`config.mk`:
```
export PLATFORM = sky130hd
export DESIGN_NAME = output_neuron_mac
export DESIGN_NICKNAME = d
export VERILOG_FILES = /design/src/rtl/nn_pkg.sv /design/src/rtl/nn_mac_unit.sv /design/src/rtl/output_neuron_mac.sv
export SDC_FILE = /design/constraint.sdc
export NUM_CORES = 1
export LEC_CHECK = 0
export ABC_AREA = 1
export BUFFER_PORTS_ARGS = -buffer_cell sky130_fd_sc_hd__buf_2
export CAP_MARGIN = 30
export CORE_MARGIN = 10
export CORE_UTILIZATION = 45
export CTS_BUF_LIST = sky130_fd_sc_hd__clkbuf_4 sky130_fd_sc_hd__clkbuf_8
export DETAILED_ROUTE_END_ITERATION = 8
export SYNTH_ARGS = -nofsm -noshare
export SYNTH_HDL_FRONTEND = slang
export SYNTH_SLANG_ARGS = --single-unit
```
`constraint.sdc`:
```
create_clock -name clk_i -period 6.8 [get_ports clk_i]
set_clock_uncertainty 0.15 [all_clocks]
set_input_delay 0.34 -clock clk_i [delete_from_list [all_inputs] [get_ports clk_i]]
set_output_delay 0.34 -clock clk_i [all_outputs]
set_load 0.01 [all_outputs]
```
`src/rtl/nn_pkg.sv`:
```
// rtl/nn_pkg.sv - shared widths and FSM encoding for the neural-net datapath
package nn_pkg;

  localparam int ACT_W    = 10;
  localparam int WGT_W    = 8;
  localparam int FRAC_W   = 7;
  localparam int ACC_W    = 21;
  localparam int N_HIDDEN = 4;
  localparam int IDX_W    = 2;

  typedef enum logic [1:0] {
    ST_IDLE = 2'd0,
    ST_MAC  = 2'd1,
    ST_FIN  = 2'd2
  } nn_state_e;

endpackage

```
`src/rtl/nn_mac_unit.sv`:
```
// rtl/nn_mac_unit.sv - combinational 10x8 unsigned multiply plus 21-bit accumulate
module nn_mac_unit
  import nn_pkg::*;
(
  input  logic [ACT_W-1:0] h_i,
  input  logic [WGT_W-1:0] w_i,
  input  logic [ACC_W-1:0] acc_i,
  output logic [ACC_W-1:0] acc_o
);

  localparam int PROD_W = ACT_W + WGT_W;

  logic [PROD_W-1:0] prod;

  // Q3.7 x Q1.7 gives an 18-bit Q4.14 product, widened onto the Q7.14 accumulator
  assign prod  = {{WGT_W{1'b0}}, h_i} * {{ACT_W{1'b0}}, w_i};
  assign acc_o = acc_i + {{(ACC_W - PROD_W){1'b0}}, prod};

endmodule

```
`src/rtl/output_neuron_mac.sv`:
```
// rtl/output_neuron_mac.sv - sequential 4-tap MAC output neuron with start/busy/done handshake
// OUTPUT_NEURON_SAT_EN selects saturating output formatting (default: modular wrap).
module output_neuron_mac
  import nn_pkg::*;
(
  input  logic             clk_i,
  input  logic             rst_i,
  input  logic             en_i,
  input  logic             start_i,
  input  logic [ACT_W-1:0] h0_i,
  input  logic [ACT_W-1:0] h1_i,
  input  logic [ACT_W-1:0] h2_i,
  input  logic [ACT_W-1:0] h3_i,
  input  logic [WGT_W-1:0] w0_i,
  input  logic [WGT_W-1:0] w1_i,
  input  logic [WGT_W-1:0] w2_i,
  input  logic [WGT_W-1:0] w3_i,
  input  logic [ACT_W-1:0] bias_i,
  output logic             busy_o,
  output logic             done_o,
  output logic [ACT_W-1:0] result_o
);

  localparam logic [1:0]       IDLE     = ST_IDLE;
  localparam logic [1:0]       MAC      = ST_MAC;
  localparam logic [1:0]       FIN      = ST_FIN;
  localparam logic [IDX_W-1:0] IDX_LAST = IDX_W'(N_HIDDEN - 1);

  logic [1:0]       state;
  logic [IDX_W-1:0] idx;
  logic [ACC_W-1:0] acc;
  logic [ACC_W-1:0] acc_sum;
  logic [ACT_W-1:0] h_q [N_HIDDEN];
  logic [WGT_W-1:0] w_q [N_HIDDEN];
  logic [ACT_W-1:0] h_sel;
  logic [WGT_W-1:0] w_sel;
  logic [ACT_W-1:0] result_fmt;

  assign busy_o = (state != IDLE);
  assign h_sel  = h_q[idx];
  assign w_sel  = w_q[idx];

  nn_mac_unit u_mac (
    .h_i   (h_sel),
    .w_i   (w_sel),
    .acc_i (acc),
    .acc_o (acc_sum)
  );

`ifdef OUTPUT_NEURON_SAT_EN
  logic [ACT_W+3:0] acc_shr;

  assign acc_shr    = (ACT_W + 4)'(acc >> FRAC_W);
  assign result_fmt = (acc_shr > (ACT_W + 4)'({ACT_W{1'b1}})) ? {ACT_W{1'b1}} : acc_shr[ACT_W-1:0];
`else
  assign result_fmt = ACT_W'(acc >> FRAC_W);
`endif

  always_ff @(posedge clk_i or posedge rst_i) begin
    if (rst_i) begin
      state    <= IDLE;
      idx      <= '0;
      acc      <= '0;
      result_o <= '0;
      done_o   <= 1'b0;
      for (int i = 0; i < N_HIDDEN; i++) begin
        h_q[i] <= '0;
        w_q[i] <= '0;
      end
    end else if (en_i) begin
      // done_o only survives an enabled edge that passes through FIN
      done_o <= 1'b0;
      case (state)
        IDLE: begin
          if (start_i) begin
            h_q[0] <= h0_i;
            h_q[1] <= h1_i;
            h_q[2] <= h2_i;
            h_q[3] <= h3_i;
            w_q[0] <= w0_i;
            w_q[1] <= w1_i;
            w_q[2] <= w2_i;
            w_q[3] <= w3_i;
            acc    <= {{(ACC_W - ACT_W - FRAC_W){1'b0}}, bias_i, {FRAC_W{1'b0}}};
            idx    <= '0;
            state  <= MAC;
          end
        end
        MAC: begin
          acc <= acc_sum;
          idx <= idx + 1'b1;
          if (idx == IDX_LAST) state <= FIN;
        end
        FIN: begin
          result_o <= result_fmt;
          done_o   <= 1'b1;
          state    <= IDLE;
        end
        default: state <= IDLE;
      endcase
    end
  end

endmodule
```
==> results.json <==
{
  "syn_avg_cell_area_um2": 7.709,
  "overflow": 0,
  "crit_arrival_ps": 6010,
  "relSlewSlack_pct": 46.15,
  "clock_sinks": 104,
  "period_minus_slack_ps": 5866,
  "grt_max_degree": 81,
  "area_delta_synth_final_pct": 17.80,
  "cts_hold_buf": 46,
  "critPathMaxStageDelay_ps": 580,
  "fin_area_um2": 9017,
  "synthArstFlopShare_pct": 100.0,
  "path_delay_family": "adder cells",
  "crit_start": "idx[1]",
  "postCtsSetupBuffers": 0,
  "place_area_um2": 8341,
  "worst-r2r-cell-count": 22,
  "numPortBuffers": 97,
  "reg2reg_to": "acc[10]",
  "dpl.hpwl_mm": 16.26,
  "crit_required_ps": 6940,
  "coreArea_um2": 16640,
  "ys.flop_type": "dfrtp_1",
  "grt_pass1_vias": 6720,
  "clkLatencyLatePin_ps": 400,
  "crit_type": "register to register",
  "grt_usage_pct": 19.28,
  "slew_violations": 0,
  "finalSetupViolCount": 0,
  "synth_edf_count": 0,
  "max_cap_violations": 0,
  "n_antenna_cell": 0,
  "crit_path_start_kind": "register",
  "cp_cell_sequence": "clkinv_1 -> buf_4 -> a32oi_2 -> nand2_1 -> fa_1 -> inv_1 -> fa_1 -> inv_1 -> fa_1 -> fa_1 -> inv_1 -> ha_1 -> nand2_1 -> inv_1 -> nand2_1 -> nand2_1 -> nor2_1 -> o21ai_0 -> nand2_1 -> nand2_1 -> nor2_1 -> o21ai_0",
  "syn_area_um2": 7655,
  "place.gp.congestion": 0.9022,
  "die_area_um2": 22630,
  "cts-buffers-inserted": 9,
  "seq_area_frac_synth_pct": 34.00,
  "drt_first_pass_iters": 5,
  "rows": 47,
  "layout-drive-gt1-share_pct": 11.95,
  "hold_viol_final": 0,
  "syn_inst": 993,
  "r2r-start": "idx[1]",
  "endpoint": "acc[10]",
  "wire_per_inst_um": 15.40,
  "synthTopCellsByCount": "nand2_1, inv_1, dfrtp_1",
  "ys_types": 30,
  "vias_per_cell": 4.840,
  "die_h_um": 150.4,
  "die_w_um": 150.4,
  "crit_top_cell": "nand2_1",
  "crit_buf_inv": 6,
  "synth.net_count": 1177,
  "run_status": "complete, no violations",
  "synthTopCellsByArea": "dfrtp_1, nand2_1, fa_1",
  "setup_tns_ps": 0,
  "synth-seq-cells": 104,
  "totalWireLength_mm": 20.79,
  "synth_top_area_share_pct": 34.00,
  "slowest_stage": "a32oi_2",
  "grt_pass1_wl_mm": 34.44,
  "ctsResizeCount": 0,
  "cp.depth": 22,
  "r2r_setup_slack_ps": 930,
  "max_freq_ghz": 0.1705,
  "initial_core_util_pct": 46.00,
  "htreeDepth": 3,
  "io_pins": 98,
  "crit_path_end_kind": "register",
  "hold_class": "input pin to register",
  "fin_crit_sh_pct": 86.26,
  "clk_path_buf_depth": 2,
  "worstPathMaxFanout": 16,
  "rsz0062_at_grt": "no",
  "drc_errors": 0,
  "synth.most_common_cell": "nand2_1",
  "ant_nets": 0,
  "clk_pin_slew_worst_paths_ps": 120,
  "final_nets": 1309,
  "fillers": 1579,
  "tightest_slew_ps": 806.9,
  "root_buffer": "clkbuf_8",
  "yosys_warnings": 0,
  "dr.first_iter.drc_count": 458,
  "vias": 6534,
  "synth_top_cell_by_area": "dfrtp_1",
  "antenna_found_initial": 0,
  "cts_tree": "done"
}
[stage by stage]
step,utilization [%],setup slack (ps),hold slack (ps),instances
after floorplan,-,1909,292.2,993
after global placement,49.81,998.8,207.2,1285
after detailed placement,50.12,990.8,204.5,1288
after CTS,54.18,975.4,0.2699,1350
after global routing,54.18,423.2,6.406,1350
final,54.18,934.4,14.34,1350
[placed cells by master, fill, tap and decap left out, types with 2 or more instances in the layout]
| cell type | n |
|---|---|
| nand4_1 | 3 |
| buf_12 | 2 |
| dfrtp_1 | 104 |
| a32oi_2 | 4 |
| mux2_2 | 2 |
| inv_1 | 172 |
| o21ai_0 | 39 |
| nor3_1 | 3 |
| nor2_1 | 81 |
| nand3_1 | 29 |
| a32oi_1 | 12 |
| a21oi_1 | 24 |
| o22ai_1 | 2 |
| clkinv_1 | 2 |
| inv_2 | 4 |
| o211ai_1 | 2 |
| buf_2 | 97 |
| dlygate4sd3_1 | 46 |
| buf_4 | 5 |
| o21bai_1 | 2 |
| inv_6 | 3 |
| fa_1 | 63 |
| nand2_1 | 370 |
| clkbuf_8 | 9 |
| xor2_1 | 3 |
| ha_1 | 35 |
| nor2_4 | 2 |
[area by class of cell]
type | instances | area [um^2] | share of cell area [%]
inverter | 179 | 674.4 | 7.479
sequential | 104 | 2603 | 28.86
timing repair buffer | 151 | 1035 | 11.47
tap | 220 | 275.3 | 3.053
multi-input combinational | 680 | 4214 | 46.73
clock buffer | 9 | 123.9 | 1.374
clock inverter | 7 | 92.59 | 1.027
[metal layers]
layer	wire, um	global-route usage, %	vias up
met5	0	0	-
met2	9634	30.18	152
li1	-	-	3264
met1	9787	27.14	3105
met4	231	4.130	0
met3	1140	3.691	13
[state kept, by name (all words and copies together) (netlist names)]
signal,cells
done_o,1
state,2
idx,2
acc,17
w_q,32
h_q,40
result_o,10
[worst reg2reg max path, delay by kind of cell, from the launching register on]
family	cells	cell delay, ps
AO/OA/AOI/OAI	3	850
buffers and inverters	6	900
adder cells (fa/ha/maj)	5	2410
AND/OR/NAND/NOR	8	1060
flip-flops	1	410
[how the worst min path moves through the flow]
stage	startpoint	endpoint	slack [ps]	cells after the start
2_1_floorplan	h_q[0]	h_q[0]	290	2
3_3_place_gp	rst_i	result_o[1]	210	2
3_5_place_dp	rst_i	result_o[1]	200	2
4_1_cts	h2_i[7]	h_q[17]	0.3	3
5_1_grt	w3_i[1]	w_q[1]	6	3
6_report	w0_i[2]	w_q[26]	10	3
[cells by family (layout without fill, tap and decap cells)]
group / after synthesis / after routing / share of synthesized area [%]
xor+xnor: 3 / 3 / 0.3433
simple gates: 488 / 488 / 24.75
fa+ha+maj: 98 / 98 / 22.20
mux: 2 / 2 / 0.2942
buf+inv: 209 / 346 / 10.95
compound gates: 89 / 89 / 7.470
flops: 104 / 104 / 34.00
Power is not shown: default switching activity piles up to over one toggle a cycle in this logic, so the estimate is an artifact.
